==> config.mk <==
export PLATFORM = sky130hd
export DESIGN_NAME = data_cache_controller
export DESIGN_NICKNAME = d
export VERILOG_FILES = /design/src/rtl/data_cache_controller.sv
export SDC_FILE = /design/constraint.sdc
export NUM_CORES = 1
export LEC_CHECK = 0
export CORE_AREA = 2 2 126 128
export DETAILED_ROUTE_END_ITERATION = 7
export DIE_AREA = 0 0 128 130
export PLACE_DENSITY = 0.69
export SLEW_MARGIN = 25
export SYNTH_ARGS = -nofsm -noshare
export SYNTH_HDL_FRONTEND = slang
export SYNTH_SLANG_ARGS = --single-unit
==> constraint.sdc <==
create_clock -name clk -period 2.7 [get_ports clk]
set_clock_uncertainty 0.2 [all_clocks]
set_input_delay 0.405 -clock clk [delete_from_list [all_inputs] [get_ports clk]]
set_output_delay 0.405 -clock clk [all_outputs]
set_load 0.01 [all_outputs]
==> src/rtl/data_cache_controller.sv <==
// Lookup-and-refill controller for a direct-mapped, one-word-per-line data cache.
// Loads refill on miss; stores are write-through with no-write-allocate.
module data_cache_controller #(
    parameter int ADDRESS_WIDTH = 32,
    parameter int DATA_WIDTH    = 32,
    parameter int SET_WIDTH     = 3,
    parameter int TAG_WIDTH     = 27
) (
    input  logic                     clk,
    input  logic                     rst,
    input  logic                     req_valid,
    input  logic                     req_we,
    input  logic [ADDRESS_WIDTH-1:0] req_addr,
    input  logic [DATA_WIDTH-1:0]    req_wdata,
    output logic                     stall,
    output logic                     resp_valid,
    output logic [DATA_WIDTH-1:0]    resp_rdata,
    output logic [SET_WIDTH-1:0]     c_set,
    input  logic                     c_V,
    input  logic [TAG_WIDTH-1:0]     c_tag,
    input  logic [DATA_WIDTH-1:0]    c_data,
    output logic                     c_we,
    output logic [SET_WIDTH-1:0]     c_wset,
    output logic                     c_wV,
    output logic [TAG_WIDTH-1:0]     c_wtag,
    output logic [DATA_WIDTH-1:0]    c_wdata,
    output logic                     mem_req,
    output logic                     mem_we,
    output logic [ADDRESS_WIDTH-1:0] mem_addr,
    output logic [DATA_WIDTH-1:0]    mem_wdata,
    input  logic                     mem_ack,
    input  logic [DATA_WIDTH-1:0]    mem_rdata
);

    typedef enum logic [2:0] {INIT, IDLE, LOOKUP, MEM_RD, MEM_WR} state_t;

    state_t                     state;
    logic [SET_WIDTH-1:0]       init_cnt;
    logic [ADDRESS_WIDTH-3:0]   word_addr_q;
    logic [DATA_WIDTH-1:0]      wdata_q;
    logic                       we_q;

    // Byte offset is ignored: all accesses are whole words.
    wire unused_offset = ^req_addr[1:0];

    wire [SET_WIDTH-1:0] set_q = word_addr_q[SET_WIDTH-1:0];
    wire [TAG_WIDTH-1:0] tag_q = word_addr_q[ADDRESS_WIDTH-3:SET_WIDTH];
    wire                 hit   = c_V && (c_tag == tag_q);

    // NOTE: sequential state uses non-blocking assignments only, so every
    // register samples pre-edge values regardless of statement order.
    always_ff @(posedge clk) begin
        if (rst) begin
            state       <= INIT;
            init_cnt    <= '0;
            word_addr_q <= '0;
            wdata_q     <= '0;
            we_q        <= 1'b0;
        end else begin
            case (state)
                INIT: begin
                    init_cnt <= init_cnt + 1'b1;
                    if (&init_cnt) state <= IDLE;
                end
                IDLE: begin
                    if (req_valid) begin
                        word_addr_q <= req_addr[ADDRESS_WIDTH-1:2];
                        wdata_q     <= req_wdata;
                        we_q        <= req_we;
                        state       <= LOOKUP;
                    end
                end
                LOOKUP: begin
                    if (we_q)     state <= MEM_WR;
                    else if (hit) state <= IDLE;
                    else          state <= MEM_RD;
                end
                MEM_RD, MEM_WR: begin
                    if (mem_ack) state <= IDLE;
                end
                default: state <= INIT;
            endcase
        end
    end

    // NOTE: every output gets a default before the case, so no path through
    // this block leaves a signal unassigned and no latch is inferred.
    always_comb begin
        stall      = rst || (state != IDLE);
        resp_valid = 1'b0;
        resp_rdata = '0;
        c_set      = (state == IDLE) ? req_addr[SET_WIDTH+1:2] : set_q;
        c_we       = 1'b0;
        c_wset     = set_q;
        c_wV       = 1'b0;
        c_wtag     = tag_q;
        c_wdata    = wdata_q;
        mem_req    = 1'b0;
        mem_we     = 1'b0;
        mem_addr   = {word_addr_q, 2'b00};
        mem_wdata  = wdata_q;

        // While rst is asserted nothing is strobed; the sweep starts after release.
        if (!rst) begin
            case (state)
                INIT: begin
                    c_we   = 1'b1;
                    c_wset = init_cnt;
                end
                LOOKUP: begin
                    if (hit && !we_q) begin
                        resp_valid = 1'b1;
                        resp_rdata = c_data;
                    end else if (hit && we_q) begin
                        c_we = 1'b1;
                        c_wV = 1'b1;
                    end
                end
                MEM_RD: begin
                    mem_req = 1'b1;
                    if (mem_ack) begin
                        c_we       = 1'b1;
                        c_wV       = 1'b1;
                        c_wdata    = mem_rdata;
                        resp_valid = 1'b1;
                        resp_rdata = mem_rdata;
                    end
                end
                MEM_WR: begin
                    mem_req = 1'b1;
                    mem_we  = 1'b1;
                    if (mem_ack) resp_valid = 1'b1;
                end
                default: ;
            endcase
        end
    end

endmodule

### Word-level counts from Yosys, hierarchy flattened

Cells that the tools add are included.

* bits in registers: 69
* input port bits: 161

* add/subtract/negate cells: 1
* equal/unequal tests: 9
* multiplexer cells: 30
* reductions and logical operators: 10

Operator list (count)
* $mux 32: 6
* $pmux 32 s2: 1
* $eq 27x27->1: 1
* $mux 3: 7
* $pmux 3 s4: 1
* $mux 1: 11
* $eq 3x2->1 const B: 2
* $reduce_and 3->1: 2
* $ne 2x2->1 const B: 2
* $pmux 1 s2: 2
* $add 3x1->3 const B: 1
* $eq 3x1->1 const B: 1
* $eq 3x3->1 const B: 1
* $logic_and 1x1->1: 3
* $logic_not 3->1: 1
* $ne 3x1->1 const B: 1
* $pmux 1 s3: 1
* $mux 2: 1
* $ne 2x1->1 const B: 1
* $reduce_and 2->1: 1
* $reduce_or 2->1: 1
* $logic_not 1->1: 1
* $logic_or 1x1->1: 1

### Longest topological paths before layout

* depth in word-level cells: 7
* mapped depth: 6
* depth with buffers taken out: 6

### Least setup slack after synthesis

Ideal clock, no wire load.

* path kind: register -> output
* from: reg word_addr_q[21]
* to: out resp_rdata[10]
* data arrival time: 1.892 ns
* data required time: 2.095 ns
* setup slack: 0.203 ns
* cell stages (with the launch flop): 7
* cells stage by stage: dfxtp_1 > xnor2_1 > nand4_1 > or4_1 > clkbuf_1 > buf_2 > o31ai_2

* longest elaborated chain between the ends: 6

RTL lines
* start: declaration: line 39 `logic [ADDRESS_WIDTH-3:0] word_addr_q;`
* start signal: assignment: line 67 `word_addr_q <= req_addr[ADDRESS_WIDTH-1:2];`
* $eq 27x27->1: line 48 `wire hit = c_V && (c_tag == tag_q);`
* $logic_and 1x1->1: line 48
* $logic_and 1x1->1: line 111 `if (hit && !we_q) begin`
* $mux 32: line 111
* $pmux 32 s2: line 105 `case (state)`
* $mux 32: line 104 `if (!rst) begin`
* end: declaration: line 17 `output logic [DATA_WIDTH-1:0] resp_rdata,`

No other way between the ends.

### Worst setup path in the final report

* from: in c_tag[13]
* to: out resp_rdata[26]

* longest elaborated chain between the ends: 6

RTL lines
* start: declaration: line 20 `input logic [TAG_WIDTH-1:0] c_tag,`
* $eq 27x27->1: line 48
* $logic_and 1x1->1: line 48
* $logic_and 1x1->1: line 111
* $mux 32: line 111
* $pmux 32 s2: line 105
* $mux 32: line 104

No other way between the ends.

==> results by group <==
Drt
  • First-pass DRT Iterations: 4
  • Post-DRT Antenna Nets: 0
  • Vias per Instance: approximately 4.7
  • Detailed-route wire length per cell: 17.36 um
  • Via count: 5261
  • Routed wire length: 19480 um
  • Drt drc: 0
  • Starting DRC count in detailed routing: 230

GRT
  • GR Layer Usage met3: about 4.8%
  • Largest net degree at the start of global routing: 45
  • Initial antenna violation count: 1
  • GR Util met2: between 30% and 40%
  • Vias in the first global route: slightly below 5000
  • Total gr overflow: 0
  • GR peak layer: met2
  • All-Layer GR Usage: 21.92%
  • GR Layer Usage met1: a little over a quarter
  • First-pass GRT wire length: approximately 28000 um

Synth
  • Synth top area share: about 32%
  • Synth Register Bits: 69
  • Top cells by count, synth: 225 x nand2_1, 69 x dfxtp_1, 67 x a21oi_1, 30 x buf_4, 29 x o31ai_2
  • Netlist Area Pre-Place: approximately 4300 um2
  • Most common cell in the synthesized netlist: nand2_1
  • Synth top area cells: dfxtp_1 32%, nand2_1 20%, o31ai_2 8.5%
  • Synthesis warning total: 0
  • Cell variety after synth: 41
  • Post-synth EDFFs: 0
  • Post-synth top flop: dfxtp_1
  • Seq/Total Area, Yosys: about a third
  • Synth area leader: dfxtp_1
  • Cells after Synth: about 590
  • Asr flop ratio synth: 0%
  • Syn avg cell area: 7.268 um2

CTS
  • CTS tree: yes
  • H-tree levels: 3
  • CTS sink count: 69
  • Clock Latency Late Sink: about 340 ps
  • CTS Root Cell: clkbuf_16
  • Clock Tree Buf Depth: 2
  • Num CTS Buffers: 9
  • CTS clk-pin slew, worst paths: approximately 50 ps

Pwr
  • Final Total Pwr: 0.002827 W
  • Peak VDD IR: 0.2705 mV
  • Clock power frac: approximately 46%
  • Sw Ratio: ~22%
  • Internal: 0.002202 W
  • Pleak: between 3 and 4 nW
  • Combinational share of power: roughly 17%
  • PwrDens: between 300 and 400 nW/um2
  • Sequential share of power: 37.2%
  • P_sw: between 0.0006 and 0.0007 W

Floorplan
  • Num rows: 46
  • Die ar.: about 17000 um2
  • Starting Density: 27.56%
  • Width of the die: approximately 130 um
  • Chip height: 130 um
  • IO Pins: around 330
  • Core area: ~15000 um2

Timing
  • Worst Slack Setup Final: -181.9 ps
  • Worst-Margin Slew: just under 600 ps
  • Final Hold Vio Count: 0
  • Slew HR: roughly 60%
  • F_max: 347.0 MHz
  • # setup viols final: 33
  • Tcrit/Tclk final: 106.7%
  • RSZ-0062 raised after global routing: yes
  • Period minus WS final: between 2000 and 3000 ps
  • Final Max Slew Viols: 0
  • Setup_tns: -3678 ps

Setup path
  • Largest delay share family, worst path: buffers and inverters
  • CP max-delay cell: or4_4
  • CP cell instances: dlygate4sd2_1 -> xnor2_1 -> nand4_1 -> or4_4 -> buf_12 -> buf_12 -> buf_8 -> o31ai_4 -> buf_2
  • CP startpoint kind: input port
  • CP Max Fanout: 7
  • R2R setup slack: roughly 700 ps
  • Arr. time, crit path: around 2300 ps
  • Crit end category: output port
  • Max incr delay on CP: around 570 ps
  • Reg2reg start: word_addr_q[4]
  • Worst Path Required: around 2100 ps
  • Setup CP Type: input port to output port
  • Crit path launch: c_tag[13]
  • Worst path bufs/invs: 5
  • CP most frequent cell: buf_12

Cells and area
  • Layout cells sized above 1: roughly a quarter
  • Area Overhead vs Synth: 104.4%
  • Final Core Density: a little under three fifths
  • Final Non-Filler Cells: between 1000 and 1500
  • Nets: between 1000 and 1500

Run status
  • Status: finished, violations left
  • Failing checks: setup timing

Placement
  • DPL Wire Length: 13700 um
  • RePlAce Congestion: a little over 0.8
  • Post-place setup slack: -905.1 ps
  • IO buf count: roughly 320
  • Cell count after placement: approximately 1100

Hold path
  • Min-delay src: mem_wdata[18]
  • Hold WC Path Type: flop to flop

Run
  • MaxCap Viol Count: 0
-- sequential cells by signal, indices dropped and copies added, names as in the netlist --
register / flops
init_cnt: 3
mem_wdata: 32
state: 3
word_addr_q: 30
we_q: 1
-- worst paths after layout --
path	endpoint	cells past startpoint
max	resp_rdata[26]	9
min	mem_wdata[18]	2
max reg2reg	state[1]	6
min reg2reg	mem_wdata[18]	2
-- repair_timing --
item,4_1_cts,5_1_grt
pin swaps,15,16
buffers inserted,11,6
gates resized for setup,242,62
setup endpoints to repair,75,50
cloned,8,1
hold buffers,0,0
-- stage by stage --
stage	area (um2)	hold slack, ps
after global routing	8687	289.9
after CTS	8427	272.5
after global placement	7807	256.3
after detailed placement	7807	263.8
after floorplan	4255	281.4
final	8690	267.3
-- power groups by stage --
| stage | logic, W | clock network, W | registers (W) |
|---|---|---|---|
| 3_5_place_dp | 0.000470 | 0 | 0.00107 |
| 3_3_place_gp | 0.000466 | 0 | 0.00107 |
| 4_1_cts | 0.000469 | 0.00134 | 0.00105 |
| 6_report | 0.000481 | 0.00129 | 0.00105 |
| 5_1_grt | 0.000517 | 0.00138 | 0.00105 |
| 2_1_floorplan | 0.000126 | 0 | 0.00108 |
-- cells by family after synthesis --
kind of cell | after synthesis | share of synthesized area, %
flops | 69 | 32.49
simple gates | 297 | 30.90
fa+ha+maj | 2 | 0.5885
mux | 8 | 2.060
other cells | 1 | 0.08820
buf+inv | 74 | 10.06
xor+xnor | 28 | 5.768
compound gates | 106 | 18.04
-- worst reg2reg max path, delay by kind of cell (launching register included) --
family,cells,cell delay (ps)
XOR/XNOR,1,180
AO/OA/AOI/OAI,1,140
buffers and inverters,2,370
flip-flops,1,340
AND/OR/NAND/NOR,2,660
-- layout by cell type (no fill, tap or decap), types with 4 or more instances in the layout --
cell and n:
nand4_1 6, nand2b_1 5, mux2_2 6, buf_2 36
nor2_1 6, xnor2_2 7, clkbuf_16 10, nand2_2 6
buf_12 13, clkdlybuf4s15_1 5, nand2_1 217, nand3_4 8
buf_16 5, dfxtp_2 8, a21oi_1 67, clkbuf_2 4
o31ai_2 18, buf_6 9, clkdlybuf4s50_1 236, o31ai_4 12
nand3_2 12, dlygate4sd2_1 42, nor3_1 5, nand3_1 13
xnor2_1 9, xor2_1 12, buf_4 45, dfxtp_1 61
-- cell type report --
| class | count | area, um2 |
|---|---|---|
| diodes | 2 | 5.005 |
| clock buffers | 13 | 260.3 |
| clock inverters | 3 | 67.56 |
| fillers | 1467 | 6735 |
| inverters | 1 | 3.754 |
| multi-input cells | 443 | 2816 |
| flip-flops and latches | 69 | 1391 |
| well taps | 192 | 240.2 |
| repair buffers | 399 | 3905 |
-- per-layer routing --
metal,vias to the layer above,share of wire [%]
li1,2614,-
met1,2402,40
met2,210,50
met3,35,6.9
met4,0,3.1
met5,-,0
Note: power is estimated with default switching activity, not from simulation.
